===== src/rtl/bus_arbiter_pkg.sv =====
// Shared encodings for the single-slave bus arbiter: FSM states and command codes.
package bus_arbiter_pkg;

  typedef enum logic {
    IDLE = 1'b0,
    BUSY = 1'b1
  } state_e;

  localparam logic CMD_WR = 1'b0;
  localparam logic CMD_RD = 1'b1;

endpackage


===== src/rtl/bus_arbiter_rr_picker.sv =====
// Combinational round-robin picker: first requester after last_i, wrapping, one-hot out.
module rr_picker #(
  parameter int NM = 4,
  parameter int LW = $clog2(NM)
) (
  input  logic [NM-1:0] req_i,
  input  logic [LW-1:0] last_i,
  output logic [NM-1:0] win_o
);

  logic [LW-1:0] idx;
  logic          found;

  always_comb begin
    win_o = '0;
    found = 1'b0;
    idx   = '0;
    // Offset 1..NM so the last winner is searched last.
    for (int k = 1; k <= NM; k++) begin
      idx = LW'((int'(last_i) + k) % NM);
      if (!found && req_i[idx]) begin
        win_o[idx] = 1'b1;
        found      = 1'b1;
      end
    end
  end

endmodule


===== src/rtl/bus_arbiter.sv =====
// N-master to single-slave arbiter: round-robin grant, combinational request forwarding,
// slave-ack timeout and master abort handling.
module bus_arbiter
  import bus_arbiter_pkg::*;
#(
  parameter int NM    = 4,
  parameter int CMD_W = 1,
  parameter int AW    = 12,
  parameter int DW    = 32,
  parameter int SW    = 4,
  parameter int TMO   = 256
) (
  input  logic              iClk,
  input  logic              iRst_n,
  input  logic [NM-1:0]     iMstReq,
  input  logic [NM*CMD_W-1:0] iMstCmd,
  input  logic [NM*AW-1:0]  iMstAddr,
  input  logic [NM*SW-1:0]  iMstSel,
  input  logic [NM*DW-1:0]  iMstWData,
  output logic [NM-1:0]     oMstAck,
  output logic [NM-1:0]     oMstErr,
  output logic [DW-1:0]     oMstRData,
  output logic              oSlvReq,
  output logic [CMD_W-1:0]  oSlvCmd,
  output logic [AW-1:0]     oSlvAddr,
  output logic [SW-1:0]     oSlvSel,
  output logic [DW-1:0]     oSlvWData,
  input  logic              iSlvAck,
  input  logic [DW-1:0]     iSlvRData,
  output logic [NM-1:0]     oGrant
);

  localparam int LW = $clog2(NM);
  localparam int CW = $clog2(TMO);

  state_e        state_q, state_d;
  logic [NM-1:0] grant_q, grant_d;
  logic [LW-1:0] last_q, last_d;
  logic [CW-1:0] cnt_q, cnt_d;

  logic [NM-1:0] win;
  logic [LW-1:0] gidx;
  logic          req_g;
  logic          tmo;
  logic          done;

  rr_picker #(.NM(NM), .LW(LW)) u_pick (
    .req_i  (iMstReq),
    .last_i (last_q),
    .win_o  (win)
  );

  always_comb begin
    gidx = '0;
    for (int i = 0; i < NM; i++)
      if (grant_q[i]) gidx = LW'(i);
  end

  assign req_g  = iMstReq[gidx];
  assign tmo    = (cnt_q == CW'(TMO - 1));
  assign oGrant = grant_q;

  // AND-OR mux; grant_q is all-zero outside BUSY so the slave sees zeros when idle.
  always_comb begin
    oSlvCmd   = '0;
    oSlvAddr  = '0;
    oSlvSel   = '0;
    oSlvWData = '0;
    for (int i = 0; i < NM; i++) begin
      if (state_q == BUSY && grant_q[i]) begin
        oSlvCmd   = oSlvCmd   | iMstCmd[i*CMD_W +: CMD_W];
        oSlvAddr  = oSlvAddr  | iMstAddr[i*AW +: AW];
        oSlvSel   = oSlvSel   | iMstSel[i*SW +: SW];
        oSlvWData = oSlvWData | iMstWData[i*DW +: DW];
      end
    end
  end

  always_comb begin
    state_d   = state_q;
    grant_d   = grant_q;
    last_d    = last_q;
    cnt_d     = cnt_q;
    oMstAck   = '0;
    oMstErr   = '0;
    oMstRData = '0;
    oSlvReq   = 1'b0;
    done      = 1'b0;
    case (state_q)
      IDLE: begin
        if (|iMstReq) begin
          state_d = BUSY;
          grant_d = win;
          cnt_d   = '0;
        end
      end
      BUSY: begin
        oSlvReq = req_g;
        // Slave ack beats both abort and timeout in the same cycle.
        if (iSlvAck) begin
          oMstAck   = grant_q;
          oMstRData = iSlvRData;
          done      = 1'b1;
        end else if (!req_g) begin
          done = 1'b1;
        end else if (tmo) begin
          oMstAck = grant_q;
          oMstErr = grant_q;
          oSlvReq = 1'b0;
          done    = 1'b1;
        end else begin
          cnt_d = cnt_q + CW'(1);
        end
        if (done) begin
          state_d = IDLE;
          grant_d = '0;
          last_d  = gidx;
        end
      end
      default: state_d = IDLE;
    endcase
  end

  always_ff @(posedge iClk) begin
    if (!iRst_n) begin
      state_q <= IDLE;
      grant_q <= '0;
      last_q  <= LW'(NM - 1);
      cnt_q   <= '0;
    end else begin
      state_q <= state_d;
      grant_q <= grant_d;
      last_q  <= last_d;
      cnt_q   <= cnt_d;
    end
  end

endmodule


===== config.mk =====
export PLATFORM = sky130hd
export DESIGN_NAME = bus_arbiter
export DESIGN_NICKNAME = d
export VERILOG_FILES = /design/src/rtl/bus_arbiter_pkg.sv /design/src/rtl/bus_arbiter_rr_picker.sv /design/src/rtl/bus_arbiter.sv
export SDC_FILE = /design/constraint.sdc
export NUM_CORES = 1
export LEC_CHECK = 0
export CAP_MARGIN = 20
export CORE_AREA = 2 2 127 129
export DETAILED_ROUTE_END_ITERATION = 16
export DIE_AREA = 0 0 129 131
export GPL_TIMING_DRIVEN = 0
export HOLD_SLACK_MARGIN = 0.03
export PLACE_DENSITY_LB_ADDON = 0.15
export SYNTH_ARGS = -nofsm -noshare
export SYNTH_HDL_FRONTEND = slang
export SYNTH_SLANG_ARGS = --single-unit
export TNS_END_PERCENT = 30

===== constraint.sdc =====
create_clock -name iClk -period 2.9 [get_ports iClk]
set_input_delay 0.58 -clock iClk [delete_from_list [all_inputs] [get_ports iClk]]
set_output_delay 0.58 -clock iClk [all_outputs]
set_load 0.005 [all_outputs]

==> results.py, run 1 <==
metrics = {
    "synth": {
        "ys_seq_area_share_pct": 12.2,
        "synth_area_um2": 2450,
        "yosysUniqueCellTypes": 39,
        "synth_flop_cell": "dfxtp_1",
        "ys_seq_elements": 15,
        "syn_area_per_cell_um2": 7.07,
        "synth_nets": 591,
        "synth_edf_count": 0,
        "yosysWarnings": 0,
        "ys_async_sr_fraction_pct": 0,
        "postSynthCellCount": 347,
    },
    "clock_tree": {
        "cts_tree": "built",
        "cts_root_buf": "clkbuf_16",
        "clockBufferDepth": 2,
        "clock_latency_ns": 0.24,
        "clkTransAtPathRegs_ns": 0.05,
        "cts_sinks": 15,
        "h-tree-depth": 1,
        "numCtsBuffers": 3,
    },
    "placed_design": {
        "gp_congestion": 0.840,
        "io_buffers": 328,
        "place_ws_ns": -0.396,
        "post-dp-hpwl_um": 14600,
        "place_area_um2": 6010,
        "numPlacedInstances": 891,
    },
    "worst_setup_path": {
        "cp_top_family": "buffers and inverters",
        "r2r-start": "last_q[0]$_SDFFE_PN1P_",
        "critPathArrivalTime_ns": 2.26,
        "crit_slowest_cell": "clkdlybuf4s50_1",
        "path_buf_inv": 3,
        "cpMostUsedCell": "clkdlybuf4s50_1",
        "cp_cell_sequence": "clkdlybuf4s50_1 > buf_1 > and3_1 > clkdlybuf4s50_1",
        "required_ns": 2.32,
        "r2r-end": "oGrant[1]$_SDFFE_PN0P_",
        "crit_path_start_kind": "input pin",
        "worst_setup_path_end_kind": "output pin",
        "cpPeakStageDelay_ns": 0.62,
        "reg2reg_slack_ns": 0.36,
        "ff2ff_path_depth": 6,
        "crit_type": "input pin to output pin",
        "cp_max_fo": 10,
    },
    "die": {
        "ios": 329,
        "coreArea_um2": 15600,
        "start_util_pct": 15.7,
        "dieArea_um2": 16900,
        "die_h_um": 131,
        "die_w_um": 129,
        "fp-row-count": 46,
    },
    "sta": {
        "tightest_slew_ns": 0.646,
        "rsz0062_at_grt": "false",
        "finalHoldViolCount": 0,
        "whs_ns": 0.497,
        "finalSetupViolCount": 0,
        "slew_violations": 0,
        "timing.final.crit_share_pct": 97.9,
        "fin_skew_ns": 0.00299,
        "fin_crit_ns": 2.84,
        "slew_headroom_pct": 56.6,
        "finalWorstSetupSlack_ns": 0.0619,
        "fmax_mhz": 352,
    },
    "cells_and_area": {
        "multiInputGateArea_um2": 2000,
        "final_nets": 920,
        "final_util_pct": 39.2,
        "fillers": 1597,
        "drive_gt1_share_pct": 5.48,
        "seqCellArea_um2": 305,
        "finalNonFillerCells": 892,
        "finalInstanceArea_um2": 6120,
        "area_delta_synth_final_pct": 149,
    },
    "global_routing": {
        "grt_max_degree": 11,
        "grt_util_all_layers_pct": 18.3,
        "antenna_found_initial": 2,
        "overflow": 0,
        "grt_pass1_vias": 4126,
        "grt_pass1_wl_um": 23800,
    },
    "power_and_ir_drop": {
        "clkPwrFrac_pct": 16.0,
        "combPwrFrac_pct": 68.0,
        "p_per_area_nw_per_um2": 274,
        "p_seq_share_pct": 16.0,
        "p_sw_uw": 560,
        "vdd_ir_drop_max_mv": 0.238,
        "p_int_mw": 1.11,
        "swShare_pct": 33.5,
        "leakagePower_nw": 2.40,
    },
    "min_path": {
        "min_to": "cnt_q[0]$_SDFFE_PN0P_",
        "hp-start": "cnt_q[0]$_SDFFE_PN0P_",
        "min_path_type": "flip-flop to flip-flop",
        "holdPathStages": 2,
    },
    "job": {
        "max_cap_viol_count": 0,
    },
    "drt": {
        "drc": 0,
        "via_per_inst": 4.71,
        "ant_nets": 0,
        "vias": 4201,
        "avgRoutedWirePerCell_um": 19.8,
        "first_pass_iters": 5,
        "drt-initial-drc-count": 183,
        "routed_wl_um": 17700,
    },
    "run_status": {
        "status": "complete, no violations",
    },
}
how the worst max path moves through the flow:
stage,startpoint,end,slack [ns],cells after the start
2_1_floorplan,last_q[0]$_SDFFE_PN1P_,oGrant[0]$_SDFFE_PN0P_,0.65,6
3_3_place_gp,state_q$_SDFF_PN0_,oSlvAddr[10],-0.40,7
3_5_place_dp,state_q$_SDFF_PN0_,oSlvAddr[10],-0.40,7
4_1_cts,state_q$_SDFF_PN0_,oSlvWData[29],0.002,6
5_1_grt,iSlvAck,oMstRData[12],0.00005,4
6_report,iSlvAck,oMstRData[19],0.06,4
power by group through the flow:
| stage | sequential [mW] | combinational (mW) | clock, mW |
|---|---|---|---|
| after global placement | 0.269 | 1.12 | 0 |
| after detailed placement | 0.271 | 1.13 | 0 |
| after CTS | 0.268 | 1.14 | 0.273 |
| after global routing | 0.272 | 1.22 | 0.286 |
| after floorplan | 0.257 | 0.401 | 0 |
| final | 0.268 | 1.14 | 0.268 |
Yosys cell counts, types with 2 or more instances:
cell type	instances	area, um2
buf_2	4	20.0
a32o_1	4	40.0
or4_1	7	52.6
mux4_2	2	45.0
a21oi_1	7	35.0
a311o_1	4	40.0
and3_1	35	219
nor3b_1	2	15.0
buf_1	4	15.0
a22oi_1	98	736
o31ai_1	6	45.0
o21ai_1	2	10.0
nand2b_1	3	18.8
nand3_1	7	35.0
nor2_1	11	41.3
inv_1	6	22.5
mux2_2	3	33.8
or2_2	2	12.5
mux4_1	2	52.6
a21boi_1	5	37.5
ha_1	9	113
nand3b_1	4	30.0
nand2_1	63	236
clkbuf_1	25	93.8
dfxtp_1	15	300
and2_1	4	25.0
worst reg2reg max path: cells and delay by family (launching register included):
family / cells / cell delay [ns]
multiplexers: 1 / 0.57
flip-flops: 1 / 0.54
AND/OR/NAND/NOR: 1 / 0.46
adder cells (fa/ha/maj): 1 / 0.37
AO/OA/AOI/OAI: 2 / 0.34
buffers and inverters: 1 / 0.19
cell families after synthesis:
group,count (synthesis),share of synthesized area (%)
compound gates,132,41.0
fa+ha+maj,9,4.59
buf+inv,40,6.63
flops,15,12.2
mux,8,5.76
simple gates,143,29.8
state kept, by name, indices dropped and copies added (netlist names):
register	count
cnt_q	8
oGrant	4
last_q	2
state_q	1
per-layer routing:
metal	global-route usage, %	share of wire (%)
met1	22.1	39
met2	33.0	50
met3	4.80	9.6
met4	3.26	1.2
met5	0	0.051
through the flow:
step | setup TNS [ns] | total power [mW]
3_3_place_gp | -7.72 | 1.39
3_5_place_dp | -7.98 | 1.40
6_report | 0 | 1.67
2_1_floorplan | 0 | 0.659
5_1_grt | 0 | 1.78
4_1_cts | 0 | 1.69
layout by cell type (no fill, tap or decap), types with 7 or more instances in the layout:
master	instances
clkdlybuf4s50_1	324
a22oi_1	98
nand2_1	63
and3_1	35
clkbuf_1	13
nor2_1	11
dfxtp_1	11
ha_1	9
clkbuf_2	7
nand3_1	7
or4_1	7
what timing repair did:
action                     in CTS  in global routing
pin swaps                       0                  0
gates cloned                    0                  0
resized for setup              23                 14
hold buffers                    0                  0
buffers inserted                0                  0
hold endpoints to repair        0                  0
setup endpoints to repair      58                 50
final cells by class:
type                    count  area share [%]
well taps                 216            4.42
plain buffers              30            2.62
multi-input cells         292            32.7
repair buffers            328            53.6
clock buffers               4            1.29
diodes                      1          0.0409
inverters                   6           0.368
flip-flops and latches     15            4.99
(Power assumes the default switching activity.)
==> run 2, diff against run 1 <==
Settings changed: HOLD_SLACK_MARGIN 0.03 to not set, PLACE_DENSITY set to 0.67, PLACE_DENSITY_LB_ADDON 0.15 to not set.
==> run 2 against run 1 <==
Compared with the run above: clock-buffer cell count decreased by 1; critical endpoint is now oMstAck[1]; critical path type unchanged; clock skew decreased by 0.00086 ns; register-to-register slack improved by 0.03 ns; cell count increased by 0.11%; highest routed layer unchanged.
==> results.py, run 2 (same netlist as run 1, synthesis figures left out) <==
metrics = {
    "power_and_ir_drop": {
        "leakagePower_nw": 2.44,
        "p_sw_uw": 570,
        "clkPwrFrac_pct": 15.9,
        "swShare_pct": 33.8,
        "vdd_ir_drop_max_mv": 0.365,
        "p_seq_share_pct": 16.0,
        "p_per_area_nw_per_um2": 274,
        "combPwrFrac_pct": 68.1,
        "p_int_mw": 1.12,
    },
    "die": {
        "die_w_um": 129,
        "die_h_um": 131,
        "fp-row-count": 46,
        "coreArea_um2": 15600,
        "ios": 329,
        "start_util_pct": 15.7,
        "dieArea_um2": 16900,
    },
    "placed_design": {
        "numPlacedInstances": 891,
        "place_ws_ns": -0.342,
        "gp_congestion": 0.801,
        "io_buffers": 328,
        "place_area_um2": 6010,
        "post-dp-hpwl_um": 14200,
    },
    "drt": {
        "drc": 0,
        "first_pass_iters": 5,
        "vias": 4174,
        "avgRoutedWirePerCell_um": 19.4,
        "via_per_inst": 4.67,
        "routed_wl_um": 17300,
        "ant_nets": 0,
        "drt-initial-drc-count": 186,
    },
    "sta": {
        "finalSetupViolCount": 0,
        "tightest_slew_ns": 0.627,
        "fin_crit_ns": 2.78,
        "rsz0062_at_grt": "false",
        "slew_violations": 0,
        "fmax_mhz": 360,
        "slew_headroom_pct": 57.8,
        "finalWorstSetupSlack_ns": 0.123,
        "fin_skew_ns": 0.00213,
        "timing.final.crit_share_pct": 95.8,
        "finalHoldViolCount": 0,
    },
    "worst_setup_path": {
        "reg2reg_slack_ns": 0.39,
        "crit_path_start_kind": "input pin",
        "required_ns": 2.32,
        "cp_top_family": "buffers and inverters",
        "cp.depth": 6,
        "cp_cell_sequence": "dlygate4sd2_1 > or3b_4 > o211a_1 > a21oi_2 > nor2_1 > clkdlybuf4s50_1",
        "cp_max_fo": 6,
        "crit_type": "input pin to output pin",
        "path_buf_inv": 2,
        "worst_setup_path_end_kind": "output pin",
        "cpPeakStageDelay_ns": 0.45,
        "ff2ff_path_depth": 6,
        "critPathArrivalTime_ns": 2.20,
        "crit_slowest_cell": "clkdlybuf4s50_1",
    },
    "job": {
        "max_cap_viol_count": 0,
    },
    "clock_tree": {
        "clkTransAtPathRegs_ns": 0.05,
        "cts_sinks": 15,
        "cts_tree": "built",
        "h-tree-depth": 1,
        "cts_root_buf": "clkbuf_16",
        "clockBufferDepth": 2,
        "postCtsSetupBuffers": 0,
        "clock_latency_ns": 0.24,
        "numCtsBuffers": 3,
    },
    "cells_and_area": {
        "drive_gt1_share_pct": 6.50,
        "finalInstanceArea_um2": 6150,
        "final_common_cell": "clkdlybuf4s50_1",
        "finalNonFillerCells": 893,
        "antennaDiodeCount": 0,
        "largest_reg_flops": 8,
        "area_delta_synth_final_pct": 151,
        "final_nets": 922,
        "final_cell_mix": "323 x clkdlybuf4s50_1, 98 x a22oi_1, 63 x nand2_1, 35 x and3_1, 13 x dfxtp_1",
        "top_register": "cnt_q",
        "final_util_pct": 39.4,
    },
    "min_path": {
        "holdPathStages": 2,
        "min_path_type": "flip-flop to flip-flop",
    },
    "global_routing": {
        "gr-usage-met3_pct": 4.48,
        "top_usage_layer": "met2",
        "grt_max_degree": 11,
        "overflow": 0,
        "grtUsageMet2_pct": 31.9,
        "antenna_found_initial": 1,
        "grt_pass1_wl_um": 23300,
        "met1_usage_pct": 23.4,
        "grt_pass1_vias": 3988,
        "grt_util_all_layers_pct": 18.1,
    },
    "run_status": {
        "status": "complete, no violations",
    },
}
run 2: tightest hold or removal path, cell delays in order, from the launching register on:
cell and delay, ns:
dfxtp_1 0.31, o31ai_1 0.06, a21boi_1 0.05
run 2: path summary, 6_finish.rpt:
path,start,endpoint
max reg2reg,last_q[0]$_SDFFE_PN1P_,oGrant[3]$_SDFFE_PN0P_
min,cnt_q[7]$_SDFFE_PN0P_,cnt_q[7]$_SDFFE_PN0P_
max,iMstReq[2],oMstAck[1]
min reg2reg,cnt_q[7]$_SDFFE_PN0P_,cnt_q[7]$_SDFFE_PN0P_
run 2: through the flow:
stage	hold slack (ns)	setup TNS [ns]	power (mW)
after global routing	0.520	0	1.80
after detailed placement	0.471	-8.60	1.41
final	0.479	0	1.69
after floorplan	0.451	0	0.659
after global placement	0.467	-7.86	1.40
after CTS	0.479	0	1.70
run 2: area by class of cell:
type                    count  area, um2
flip-flops and latches     15        303
repair buffers            328       3280
fillers                  1602       9450
plain buffers              32        184
well taps                 216        270
clock buffers               3       75.1
multi-input cells         292       2010
inverters                   6       22.5
clock inverters             1       5.00
run 2: power groups by stage:
stage	combinational, mW	clock, mW	sequential [mW]
2_1_floorplan	0.401	0	0.257
3_3_place_gp	1.13	0	0.271
3_5_place_dp	1.14	0	0.271
4_1_cts	1.16	0.276	0.270
5_1_grt	1.24	0.286	0.275
6_report	1.15	0.268	0.270
run 2: layer usage:
metal  part of all wire [%]  up-vias
met5                  0.046        -
li1                       -     2013
met2                     49      199
met3                    9.0        4
met1                     42     1956
met4                   0.12        2
run 2: what timing repair did:
item                                    in CTS  in global routing
pin swaps                                    1                  0
resized for setup                           34                 14
endpoints found under the setup margin      68                 56
hold buffers                                 0                  0
==> run 3, diff against run 2 <==
Settings changed: SLEW_MARGIN set to 20.
==> results of run 3 <==
The final DEF is identical to that of run 2; final timing and power are the same.
